`src/rtl/div_unit_if.sv`:
```
// Handshake and operand/result bundle for the iterative divider.
// Master issues operands and start; slave returns status and results.
interface div_unit_if;
  logic        start;
  logic [31:0] RY;
  logic [31:0] BUSin;
  logic        busy;
  logic        done;
  logic        div0;
  logic [31:0] ZHI;
  logic [31:0] ZLO;

  modport master (
    output start, RY, BUSin,
    input  busy, done, div0, ZHI, ZLO
  );

  modport slave (
    input  start, RY, BUSin,
    output busy, done, div0, ZHI, ZLO
  );
endinterface

```
`src/rtl/div_unit.sv`:
```
// Signed 32-bit restoring divider: one step per clock, fixed 33-cycle latency.
// Remainder on ZHI takes the dividend's sign, quotient on ZLO truncates toward zero.
module div_unit (
  input logic        clk,
  input logic        clr,
  div_unit_if.slave  bus
);

  typedef enum logic [1:0] {StIdle, StRun, StFix} state_e;

  state_e      r_state;
  state_e      w_state_next;
  logic [5:0]  r_cnt;
  logic [31:0] r_rem;
  logic [31:0] r_quo;
  logic [32:0] r_dvs;
  logic [31:0] r_ry;
  logic        r_neg_q;
  logic        r_neg_r;
  logic        r_dz;
  logic        r_done;
  logic        r_div0;
  logic [31:0] r_zhi;
  logic [31:0] r_zlo;

  logic [31:0] w_ry_mag;
  logic [32:0] w_bus_mag;
  logic [32:0] w_shift;
  logic [32:0] w_trial;
  logic [31:0] w_q_fix;
  logic [31:0] w_r_fix;

  // Divisor magnitude in 33 bits so |0x80000000| stays exact; dividend magnitude fits unsigned.
  assign w_ry_mag  = bus.RY[31] ? (32'd0 - bus.RY) : bus.RY;
  assign w_bus_mag = bus.BUSin[31] ? (33'd0 - {1'b1, bus.BUSin}) : {1'b0, bus.BUSin};

  // Partial remainder is always below the divisor, so the 33-bit difference sign is exact.
  assign w_shift = {r_rem, r_quo[31]};
  assign w_trial = w_shift - r_dvs;

  assign w_q_fix = r_neg_q ? (32'd0 - r_quo) : r_quo;
  assign w_r_fix = r_neg_r ? (32'd0 - r_rem) : r_rem;

  always_ff @(posedge clk or posedge clr) begin
    if (clr) begin
      r_state <= StIdle;
    end else begin
      r_state <= w_state_next;
    end
  end

  always_comb begin
    w_state_next = r_state;
    unique case (r_state)
      StIdle: if (bus.start) w_state_next = StRun;
      StRun:  if (r_cnt == 6'd31) w_state_next = StFix;
      StFix:  w_state_next = StIdle;
      default: w_state_next = StIdle;
    endcase
  end

  always_ff @(posedge clk or posedge clr) begin
    if (clr) begin
      r_cnt   <= 6'd0;
      r_rem   <= 32'd0;
      r_quo   <= 32'd0;
      r_dvs   <= 33'd0;
      r_ry    <= 32'd0;
      r_neg_q <= 1'b0;
      r_neg_r <= 1'b0;
      r_dz    <= 1'b0;
      r_done  <= 1'b0;
      r_div0  <= 1'b0;
      r_zhi   <= 32'd0;
      r_zlo   <= 32'd0;
    end else begin
      r_done <= 1'b0;
      unique case (r_state)
        StIdle: begin
          if (bus.start) begin
            r_cnt   <= 6'd0;
            r_rem   <= 32'd0;
            r_quo   <= w_ry_mag;
            r_dvs   <= w_bus_mag;
            r_ry    <= bus.RY;
            r_neg_q <= bus.RY[31] ^ bus.BUSin[31];
            r_neg_r <= bus.RY[31];
            r_dz    <= (bus.BUSin == 32'd0);
          end
        end
        StRun: begin
          r_cnt <= r_cnt + 6'd1;
          if (!w_trial[32]) begin
            r_rem <= w_trial[31:0];
            r_quo <= {r_quo[30:0], 1'b1};
          end else begin
            r_rem <= w_shift[31:0];
            r_quo <= {r_quo[30:0], 1'b0};
          end
        end
        StFix: begin
          r_done <= 1'b1;
          r_div0 <= r_dz;
          if (r_dz) begin
            r_zlo <= 32'hFFFF_FFFF;
            r_zhi <= r_ry;
          end else begin
            r_zlo <= w_q_fix;
            r_zhi <= w_r_fix;
          end
        end
        default: ;
      endcase
    end
  end

  assign bus.busy = (r_state != StIdle);
  assign bus.done = r_done;
  assign bus.div0 = r_div0;
  assign bus.ZHI  = r_zhi;
  assign bus.ZLO  = r_zlo;

endmodule
```
`src/flat_wrapper.sv`:
```
// flat-port wrapper written by rule: the top's interface ports become plain ports
module div_unit_flat 
  (clk, clr, bus_start, bus_RY, bus_BUSin, bus_busy, bus_done, bus_div0, bus_ZHI, bus_ZLO);
  div_unit_if bus_i ();
  input logic clk;
  input logic clr;
  input wire logic [$bits(bus_i.start)-1:0] bus_start;
  input wire logic [$bits(bus_i.RY)-1:0] bus_RY;
  input wire logic [$bits(bus_i.BUSin)-1:0] bus_BUSin;
  output wire logic [$bits(bus_i.busy)-1:0] bus_busy;
  output wire logic [$bits(bus_i.done)-1:0] bus_done;
  output wire logic [$bits(bus_i.div0)-1:0] bus_div0;
  output wire logic [$bits(bus_i.ZHI)-1:0] bus_ZHI;
  output wire logic [$bits(bus_i.ZLO)-1:0] bus_ZLO;
  assign bus_i.start = bus_start;
  assign bus_i.RY = bus_RY;
  assign bus_i.BUSin = bus_BUSin;
  assign bus_busy = bus_i.busy;
  assign bus_done = bus_i.done;
  assign bus_div0 = bus_i.div0;
  assign bus_ZHI = bus_i.ZHI;
  assign bus_ZLO = bus_i.ZLO;
  div_unit u_core (.clk(clk), .clr(clr), .bus(bus_i));
endmodule
```
`config.mk`:
```
export PLATFORM = sky130hd
export DESIGN_NAME = div_unit_flat
export DESIGN_NICKNAME = d
export VERILOG_FILES = /design/src/rtl/div_unit_if.sv /design/src/rtl/div_unit.sv /design/src/flat_wrapper.sv
export SDC_FILE = /design/constraint.sdc
export NUM_CORES = 1
export LEC_CHECK = 0
export BUFFER_PORTS_ARGS = -buffer_cell sky130_fd_sc_hd__buf_2
export CELL_PAD_IN_SITES_DETAIL_PLACEMENT = 0
export CELL_PAD_IN_SITES_GLOBAL_PLACEMENT = 2
export CORE_ASPECT_RATIO = 1.5
export CORE_MARGIN = 8
export CORE_UTILIZATION = 36
export DETAILED_ROUTE_END_ITERATION = 10
export PLACE_DENSITY_LB_ADDON = 0.1
export SYNTH_ARGS = -nofsm -noshare
export SYNTH_HDL_FRONTEND = slang
export SYNTH_SLANG_ARGS = --single-unit
```
`constraint.sdc`:
```
create_clock -name clk -period 7.2 [get_ports clk]
set_input_delay 0.36 -clock clk [delete_from_list [all_inputs] [get_ports clk]]
set_output_delay 0.36 -clock clk [all_outputs]
set_load 0.02 [all_outputs]
```
==> results of run 1 <==
registers in the layout, summed over array words and instances, names as in the netlist, 2 cells and up:
name	count
u_core.bus.ZHI	32
u_core.r_rem	32
u_core.r_dvs	33
u_core.r_ry	31
u_core.r_cnt	6
u_core.bus.ZLO	32
u_core.r_state	2
u_core.r_quo	32
layout by cell type (no fill, tap or decap), types with 7 or more instances in the layout:
master and count:
clkbuf_1 9, nor4_1 10, o21ai_1 11, dfrtp_1 204, a22oi_1 30, nor3_1 19, or4_1 18, xnor2_1 31
ha_1 37, nand3_1 30, and3_1 11, nand2b_1 15, o21ai_0 178, a31oi_1 13, nor2b_1 7, or3_1 17
xor2_1 114, o41ai_1 18, buf_4 14, a21o_1 15, nand2_1 237, nor2_1 93, mux2i_1 20, clkbuf_16 23
a21oi_1 100, buf_2 133, a211oi_1 8, o31ai_1 36, inv_1 52
repair_timing:
item                                   CTS  global route
hold buffers                             1             0
endpoints found under the hold margin   86             0
gates resized for setup                  0             0
metal layers:
metal / global-route usage [%] / wire length [microns] / vias to the layer above
met5: 0 / 0 / -
met4: 4.82 / 739 / 0
met3: 2.02 / 1190 / 32
met2: 32.9 / 19000 / 179
met1: 21.3 / 15500 / 4924
li1: - / - / 5363
cells by family after synthesis:
family / count (synthesis) / synth area share [%]
XOR/XNOR: 145 / 10.2
flip-flops: 205 / 41.2
AND/OR/NAND/NOR: 493 / 18.1
multiplexers: 20 / 1.61
AO/OA/AOI/OAI: 439 / 21.0
buffers and inverters: 133 / 4.02
adder cells (fa/ha/maj): 38 / 3.88
where the power goes:
group | internal [mW] | switching (mW) | total [mW] | leakage (nW)
combinational | 1.26 | 1.71 | 2.97 | 3.68
clock | 0.653 | 0.467 | 1.12 | 0.338
sequential | 1.48 | 0.442 | 1.93 | 2.52
total | 3.39 | 2.62 | 6.01 | 6.55
synth_stat cells (19+ instances only):
cell type / n / share of area, %
a21oi_1: 100 / 4.0
a22oi_1: 30 / 1.8
clkbuf_1: 66 / 2.0
dfrtp_1: 205 / 41
ha_1: 37 / 3.7
inv_1: 53 / 1.6
mux2i_1: 20 / 1.6
nand2_1: 238 / 7.2
nand3_1: 30 / 1.2
nor2_1: 96 / 2.9
nor3_1: 19 / 0.76
o21ai_0: 178 / 7.2
o31ai_1: 36 / 2.2
xnor2_1: 31 / 2.2
xor2_1: 114 / 8.0
critical path: cells and delay by family (launching register included):
kind            cells  cell delay [ns]
flops               1             0.37
fa+ha+maj           2             0.61
compound gates      5             1.50
simple gates        4             1.09
buf+inv             1             0.08
layout make-up:
type / instances / area share [%]
repair buffers: 148 / 5.50
inverters: 53 / 1.46
multi-input cells: 1135 / 48.2
clock inverters: 3 / 0.282
clock buffers: 35 / 4.59
flip-flops and latches: 205 / 36.2
well taps: 425 / 3.75
worst paths after layout:
| path | cells after the start | end | from |
|---|---|---|---|
| max in group asynchronous | 4 | u_core.r_cnt[4]$_DFFE_PP0P_ | clr |
| worst max register to register | 12 | u_core.r_rem[7]$_DFFE_PP0P_ | u_core.r_quo[31]$_DFFE_PP0P_ |
| worst max-delay path | 12 | u_core.r_rem[7]$_DFFE_PP0P_ | u_core.r_quo[31]$_DFFE_PP0P_ |
| worst min-delay path | 3 | u_core.r_ry[22]$_DFFE_PP0P_ | bus_RY[22] |
| worst min register to register | 2 | u_core.bus.ZLO[0]$_DFFE_PP0P_ | u_core.bus.ZLO[0]$_DFFE_PP0P_ |
| min in group asynchronous | 3 | u_core.bus.div0$_DFFE_PP0P_ | clr |
==> results by group, run 1 <==
Yosys
  – Library cells used by synthesis: slightly below 60
  – Flops & latches, synth: ~210
  – Cells after Synth: between 1000 and 1500
  – Number of synthesized flops with an enable pin: 0
  – Synth warn: 0
  – Main synth FF type: dfrtp_1
  – Syn Area/Cell: about 8.5 sq um
  – Share of flip-flops with an asynchronous set or reset: 100%
  – Mapped Area: between 10000 and 15000 sq um
  – Post-synthesis sequential area ratio: roughly 41%
  – Syn nets: about 1600

Layout
  – Layout area overhead: 14.0%
  – Design area: approximately 14000 sq um
  – Non-Filler Instances: roughly 2000
  – Area taken by multi-input logic gates: 6840 sq um
  – Final core occ: around two fifths
  – Flip-flop and latch area: just over 5000 sq um
  – Nets: between 1500 and 2000
  – Fillers: approximately 3600
  – Layout cells sized above 1: 12.2%
  – Inserted Diodes: 0

CTS
  – Worst-skew pair later-pin latency: roughly 0.51 ns
  – CTS tree: done
  – Post-CTS setup buffers: 0
  – Num CTS Buffers: 23
  – CTS clk-pin slew, worst paths: approximately 0.06 ns
  – Worst-case clock buffer depth: 3
  – # clock sinks: just over 200
  – H-tree lvl count: 1
  – Root Driver: clkbuf_16

Route
  – DR pass1 iterations: 5
  – Routed wire length: 36500 microns
  – Starting DRT DRC Count: around 580
  – Avg WL per Cell: 18.2 microns
  – DR vias: roughly 10000
  – # DRC: 0
  – Number of vias per cell: about 5.2
  – Detail Route Antenna Nets: 0

STA
  – Final worst slack: about 3.5 ns
  – Fin Setup TNS: 0 ns
  – WHS: ~0.086 ns
  – Tightest Pin Transition: between 0.9 and 1 ns
  – FMAX: approximately 270 MHz
  – Setup-failing EPs final: 0
  – Period minus WS final: 3.74 ns
  – RSZ-0062 raised after global routing: false
  – Final Hold Viols: 0
  – Clock Skews: between 0.009 and 0.01 ns
  – Final Max Slew Viols: 0
  – Slew HR: approximately a third
  – Crit share post-route: about half

Critical path
  – CP max FO: 16
  – Element type at the critical path start: flip-flop
  – Slowest-stage cell, CP: a211oi_1
  – CP arrival: 4.17 ns
  – Critical path class: flip-flop to flip-flop
  – Slowest stage delay, CP: just over 0.5 ns
  – Worst-path cell chain: inv_1, ha_1, fa_1, nand2b_1, a21o_1, a211oi_1, nor3_1, nor2_1, o21a_1, nand2_1, o31a_1, o21ai_1
  – CP endpoint kind: flip-flop
  – Register-to-register setup slack: ~3.5 ns
  – Req. time, crit path: ~7.6 ns

GRT
  – Initial antenna violation count: 0
  – Total track usage: between 10% and 20%
  – Largest net degree at the start of global routing: 89
  – First-pass GRT wire length: 59300 microns
  – Vias in the first global route: 10700
  – Grt ovf: 0

Placement
  – Port bufs: 133
  – Final HPWL DP: ~28000 microns
  – GPL Wtd Cong: approximately 0.8
  – Pre-CTS WS: 3.40 ns
  – Placed Area: 13500 sq um
  – Placed instance count: between 1500 and 2000

Die
  – Core box area: around 34000 sq um
  – Initial Util: 36.4%
  – Die Footprint: between 40000 and 50000 sq um
  – FP Rows: between 80 and 90
  – Die height: around 240 microns
  – Num ports: 134
  – Die Wd: between 150 and 200 microns

Job
  – Max-cap viol count: 0

Power
  – Final Power: between 6 and 7 mW
  – Peak VDD IR: roughly 0.16 mV
  – PwrDens: between 400 and 500 nW/um^2
  – Leak Pwr: about 6.5 nW

Hold path
  – HP Class: input pin to flip-flop

Run status
  – Outcome: finished, final reports clean
(Power assumes the default switching activity.)
==> inputs of run 2 (changes only) <==
==> constraint.sdc (replaced) <==
create_clock -name clk -period 3.9 [get_ports clk]
set_input_delay 0.195 -clock clk [delete_from_list [all_inputs] [get_ports clk]]
set_output_delay 0.195 -clock clk [all_outputs]
set_load 0.02 [all_outputs]
==> run 2 against run 1 <==
Clock power is 98% higher. Combinational power increased by 93%. Sequential share of layout area down 1.6 points. Utilization rose by 1.9 points. Power grew 91%. First-iteration DRC count shrank 10%. Largest cell class unchanged.
==> results by group, run 2 (synthesis results as in run 1) <==
Hold path
  – HP Class: input pin to flip-flop
  – Worst Hold Launch: bus_BUSin[27]

STA
  – Slew HR: 35.4% (+1.2 points)
  – Final worst slack: 0.358 ns (-3.10 ns)
  – RSZ-0062 raised after global routing: false
  – Period minus WS final: 3.54 ns (-0.196 ns)
  – Final Max Slew Viols: 0 (unchanged)
  – Fin Setup TNS: 0 ns (unchanged)
  – Setup-failing EPs final: 0 (unchanged)
  – Crit share post-route: 90.8% (+39 points)
  – WHS: 0.0126 ns (-0.0739 ns)
  – Clock Skews: 0.0145 ns (+0.00536 ns)
  – Final Hold Viols: 0 (unchanged)
  – Tightest Pin Transition: 0.970 ns (-0.0187 ns)
  – FMAX: 282 MHz (+5.5%)

Layout
  – Inserted Diodes: 0 (unchanged)
  – Layout area overhead: 19.2%
  – Reg with most FFs: u_core.r_dvs
  – Most frequent cells in the layout: nand2_1 (236), dfrtp_1 (204), o21ai_0 (178), buf_2 (133), xor2_1 (114)
  – Layout cells sized above 1: 13.2% (+0.93 points)
  – Largest register FFs: 33 (unchanged)
  – Nets: 1732 (+3.7%)
  – Commonest non-fill, non-tap cell in the layout: nand2_1
  – Non-Filler Instances: 2067 (+3.1%)
  – Design area: 14800 sq um (+4.6%)

CTS
  – Worst-case clock buffer depth: 3 (unchanged)
  – Root Driver: clkbuf_16
  – H-tree lvl count: 1 (unchanged)
  – # clock sinks: 205 (unchanged)
  – CTS clk-pin slew, worst paths: 0.06 ns (about the same)
  – CTS tree: done
  – Worst-skew pair later-pin latency: 0.53 ns (+0.02 ns)
  – Post-CTS setup buffers: 0 (unchanged)
  – Num CTS Buffers: 24 (+4.3%)

Critical path
  – Req. time, crit path: 4.30 ns (-3.33 ns)
  – Slowest stage delay, CP: 0.56 ns (+0.05 ns)
  – Element type at the critical path start: flip-flop
  – CP arrival: 3.94 ns (-0.23 ns)
  – CP endpoint kind: flip-flop
  – Critical R2R Launch: u_core.r_rem[4]$_DFFE_PP0P_
  – CP dominant cell by count: buf_4
  – Critical Path Start: u_core.r_rem[4]$_DFFE_PP0P_
  – CP max FO: 9 (-7)
  – Critical path class: flip-flop to flip-flop
  – Slowest-stage cell, CP: a221oi_1
  – Worst-path cell chain: ha_1, a21oi_1, nor3b_1, a211oi_1, buf_4, nor3_1, nor2_1, a221oi_1, nand2_2, buf_4, a31oi_1, o21ai_1

Route
  – Starting DRT DRC Count: 519 (-10%)
  – DR vias: 10700 (+2.0%)
  – Routed wire length: 37300 microns (+2.0%)
  – Number of vias per cell: 5.18 (-1.1%)
  – DR pass1 iterations: 5 (unchanged)
  – # DRC: 0 (unchanged)
  – Detail Route Antenna Nets: 0 (unchanged)
  – Avg WL per Cell: 18.0 microns (-1.1%)

Die
  – Die height: 244 microns (unchanged)
  – Core box area: 34200 sq um (unchanged)
  – Num ports: 134 (unchanged)
  – Initial Util: 36.4% (unchanged)
  – Die Footprint: 40900 sq um (unchanged)
  – FP Rows: 83 (unchanged)
  – Die Wd: 168 microns (unchanged)

Run status
  – Outcome: finished, final reports clean

Placement
  – Final HPWL DP: 27900 microns (+0.83%)
  – Pre-CTS WS: 0.306 ns (-3.09 ns)
  – GPL Wtd Cong: 0.857 (+5.1%)
  – Port bufs: 133 (unchanged)
  – Placed instance count: 1980 (+0.76%)
  – Placed Area: 13600 sq um (+0.90%)

GRT
  – First-pass GRT wire length: 60800 microns (+2.6%)
  – Largest net degree at the start of global routing: 96 (+7.9%)
  – Grt ovf: 0 (unchanged)
  – Vias in the first global route: 11000 (+3.1%)
  – Initial antenna violation count: 0 (unchanged)
  – Total track usage: 18.2% (+0.39 points)

Power
  – Leak Pwr: 6.85 nW (+4.6%)
  – PwrDens: 772 nW/um^2 (+82%)
  – Peak VDD IR: 0.281 mV (+78%)

Job
  – Max-cap viol count: 0 (unchanged)
[run 2: metal layers]
layer | vias to the layer above | share of wire (%) | routed length [microns] | global-route usage, %
li1 | 5491 | - | - | -
met1 | 5002 | 42 | 15600 | 21.4
met2 | 177 | 53 | 19700 | 34.0
met3 | 38 | 3.3 | 1230 | 2.20
met4 | 0 | 1.9 | 711 | 4.79
met5 | - | 0 | 0 | 0
[run 2: metrics by stage]
stage | total power [mW] | util (%)
2_1_floorplan | 7.60 | -
3_3_place_gp | 9.23 | 39.8
3_5_place_dp | 9.28 | 39.8
4_1_cts | 11.6 | 43.4
5_1_grt | 12.5 | 43.4
6_report | 11.5 | 43.4
[run 2: worst paths after layout]
check	endpoint	slack (ns)	depth (start not counted)
hold / removal	u_core.r_dvs[27]$_DFFE_PP0P_	0.01	3
setup reg to reg	u_core.r_rem[30]$_DFFE_PP0P_	0.36	12
min in group asynchronous	u_core.bus.ZLO[19]$_DFFE_PP0P_	0.21	3
setup / recovery	u_core.r_rem[30]$_DFFE_PP0P_	0.36	12
hold reg to reg	u_core.bus.ZHI[2]$_DFFE_PP0P_	0.47	2
max in group asynchronous	u_core.r_dvs[4]$_DFFE_PP0P_	2.62	4
[run 2: repair_timing]
item	in CTS	in global routing
hold endpoints to repair	65	0
setup endpoints to repair	0	1
gates resized for setup	0	1
hold buffers	46	0
[run 2: layout make-up]
cell class | count | area [sq um]
multi-input combinational | 1135 | 6850
clock inverter | 6 | 57.6
tap | 425 | 532
inverter | 53 | 203
sequential | 205 | 5130
fill | 3518 | 19300
timing repair buffer | 208 | 1360
clock buffer | 35 | 713
[run 2: critical path: cells and delay by family, from the launching register on]
kind | cells | cell delay [ns]
AO/OA/AOI/OAI | 5 | 1.11
adder cells (fa/ha/maj) | 1 | 0.37
buffers and inverters | 2 | 0.41
flip-flops | 1 | 0.45
AND/OR/NAND/NOR | 4 | 1.07
[run 2: where the power goes]
part / leakage (nW) / internal [mW] / total, mW / switching (mW)
logic: 3.94 / 2.46 / 5.74 / 3.28
clock network: 0.380 / 1.32 / 2.22 / 0.898
registers: 2.52 / 2.74 / 3.50 / 0.762
==> inputs of run 3 (changes only) <==
--- a/config.mk
+++ b/config.mk
@@ -12,6 +12,7 @@
 export CORE_MARGIN = 8
 export CORE_UTILIZATION = 36
 export DETAILED_ROUTE_END_ITERATION = 10
+export MAX_ROUTING_LAYER = met4
 export PLACE_DENSITY_LB_ADDON = 0.1
 export SYNTH_ARGS = -nofsm -noshare
 export SYNTH_HDL_FRONTEND = slang
==> run 3 against run 2 <==
Setup slack worse by 0.0054 ns. Power about the same. Worst hold slack better by 0.0017 ns. Final cell count unchanged. Critical path type unchanged. Combinational power about the same. Largest power group unchanged.
==> results by group, run 3 (synthesis results as in run 1) <==
Critical path
  – Critical R2R Launch: u_core.r_rem[4]$_DFFE_PP0P_
  – CP max FO: 9 (unchanged)
  – Critical Path Start: u_core.r_rem[4]$_DFFE_PP0P_
  – Worst-path cell chain: ha_1, a21oi_1, nor3b_1, a211oi_1, buf_4, nor3_1, nor2_1, a221oi_1, nand2_2, buf_4, a31oi_1, o21ai_1
  – CP arrival: 3.94 ns (about the same)
  – Bufs and invs on worst path: 2 (unchanged)
  – Slowest-stage cell, CP: a221oi_1
  – Slowest stage delay, CP: 0.57 ns (about the same)
  – Req. time, crit path: 4.30 ns (about the same)
  – CP dominant cell by count: buf_4
  – CP endpoint kind: flip-flop
  – Crit path max-delay family: compound AO/OA/AOI/OAI gates
  – Element type at the critical path start: flip-flop
  – Critical path class: flip-flop to flip-flop

Die
  – Num ports: 134 (unchanged)
  – FP Rows: 83 (unchanged)
  – Die Wd: 168 microns (unchanged)
  – Die height: 244 microns (unchanged)
  – Initial Util: 36.4% (unchanged)
  – Die Footprint: 40900 sq um (unchanged)
  – Core box area: 34200 sq um (unchanged)

GRT
  – Grt met1 use: 21.5% (+0.12 points)
  – Largest net degree at the start of global routing: 96 (unchanged)
  – Grt ovf: 0 (unchanged)
  – Met3 usage: 2.01% (-0.19 points)
  – Met2 Use GR: 34.0% (unchanged)
  – Initial antenna violation count: 0 (unchanged)
  – GR peak layer: met2
  – Total track usage: 18.7% (+0.52 points)
  – Vias in the first global route: 11000 (+0.26%)
  – First-pass GRT wire length: 60800 microns (about the same)

Layout
  – Final core occ: 43.4% (unchanged)
  – Largest register FFs: 33 (unchanged)
  – Non-Filler Instances: 2067 (unchanged)
  – Nets: 1732 (unchanged)
  – Commonest non-fill, non-tap cell in the layout: nand2_1
  – Inserted Diodes: 0 (unchanged)
  – Most frequent cells in the layout: nand2_1 (236), dfrtp_1 (204), o21ai_0 (178), buf_2 (133), xor2_1 (114)
  – Layout cells sized above 1: 13.2% (unchanged)
  – Reg with most FFs: u_core.r_dvs
  – Layout area overhead: 19.2% (unchanged)

Run status
  – Outcome: finished, final reports clean

STA
  – RSZ-0062 raised after global routing: false
  – Clock Skews: 0.0133 ns (-0.00126 ns)
  – Final Max Slew Viols: 0 (unchanged)
  – Crit share post-route: 91.0% (+0.14 points)
  – Tightest Pin Transition: 0.961 ns (-0.00916 ns)
  – Slew HR: 36.0% (+0.61 points)
  – Final Hold Viols: 0 (unchanged)
  – Period minus WS final: 3.55 ns (+0.00541 ns)
  – Setup-failing EPs final: 0 (unchanged)
  – FMAX: 282 MHz (-0.15%)
  – Fin Setup TNS: 0 ns (unchanged)

Hold path
  – HP Class: input pin to flip-flop
  – Worst Hold Launch: bus_RY[0]

Placement
  – Placed instance count: 1980 (unchanged)
  – GPL Wtd Cong: 0.869 (+1.5%)
  – Port bufs: 133 (unchanged)
  – Final HPWL DP: 27900 microns (unchanged)

CTS
  – H-tree lvl count: 1 (unchanged)
  – Root Driver: clkbuf_16
  – # clock sinks: 205 (unchanged)
  – CTS clk-pin slew, worst paths: 0.06 ns (about the same)
  – CTS tree: done
  – Worst-skew pair later-pin latency: 0.52 ns (about the same)
  – Worst-case clock buffer depth: 3 (unchanged)
  – Num CTS Buffers: 24 (unchanged)

Route
  – DR pass1 iterations: 4 (-1)
  – Starting DRT DRC Count: 499 (-3.9%)
  – Number of vias per cell: 5.17 (-0.18%)
  – DR vias: 10700 (-0.18%)
  – # DRC: 0 (unchanged)
  – Routed wire length: 37300 microns (about the same)
  – Avg WL per Cell: 18.0 microns (about the same)
  – Detail Route Antenna Nets: 0 (unchanged)

Power
  – Leak Pwr: 6.85 nW (unchanged)
  – PwrDens: 772 nW/um^2 (about the same)
  – Peak VDD IR: 0.282 mV (+0.15%)

Job
  – Max-cap viol count: 0 (unchanged)
run 3: area by class of cell:
type / count / area (sq um)
Clock buffer: 35 / 713
Clock inverter: 6 / 57.6
Fill cell: 3518 / 19300
Inverter: 53 / 203
Multi-Input combinational cell: 1135 / 6850
Sequential cell: 205 / 5130
Tap cell: 425 / 532
Timing Repair Buffer: 208 / 1360
run 3: repair_timing:
item,4_1_cts,5_1_grt
hold buffers,46,0
setup endpoints to repair,0,1
buffers inserted,0,0
gates resized for setup,0,1
endpoints found under the hold margin,65,0
run 3: layer usage:
layer	part of all wire (%)	routed length, microns	up-vias
met2	53	19600	156
met3	3.0	1120	39
met4	1.9	712	0
met5	0	0	-
met1	42	15800	5002
li1	-	-	5492
run 3: per-stage QoR:
step | cell area (sq um) | power, mW | setup slack, ns | hold slack, ns
3_3_place_gp | 13600 | 9.23 | 0.460 | 0.207
4_1_cts | 14800 | 11.6 | 0.285 | 0.000713
5_1_grt | 14800 | 12.5 | 0.0771 | 0.0142
2_1_floorplan | 12500 | 7.60 | 0.607 | 0.300
6_report | 14800 | 11.5 | 0.352 | 0.0143
3_5_place_dp | 13600 | 9.28 | 0.306 | 0.206
run 3: worst paths after layout:
path,endpoint,slack [ns],cells past startpoint
max,u_core.r_rem[30]$_DFFE_PP0P_,0.35,12
min,u_core.r_quo[0]$_DFFE_PP0P_,0.01,3
max reg2reg,u_core.r_rem[30]$_DFFE_PP0P_,0.35,12
min reg2reg,u_core.bus.ZHI[5]$_DFFE_PP0P_,0.47,2
max in group asynchronous,u_core.r_dvs[4]$_DFFE_PP0P_,2.62,4
min in group asynchronous,u_core.bus.ZLO[19]$_DFFE_PP0P_,0.21,3
run 3: where the power goes:
part | switching, mW | total [mW] | internal (mW)
Sequential | 0.765 | 3.51 | 2.74
Combinational | 3.28 | 5.74 | 2.46
Clock | 0.893 | 2.22 | 1.32
Total | 4.94 | 11.5 | 6.53
run 3: tightest hold or removal path, cell delays in order:
cell	delay [ns]
buf_2	0.14
a22oi_1	0.10
nand2_1	0.06
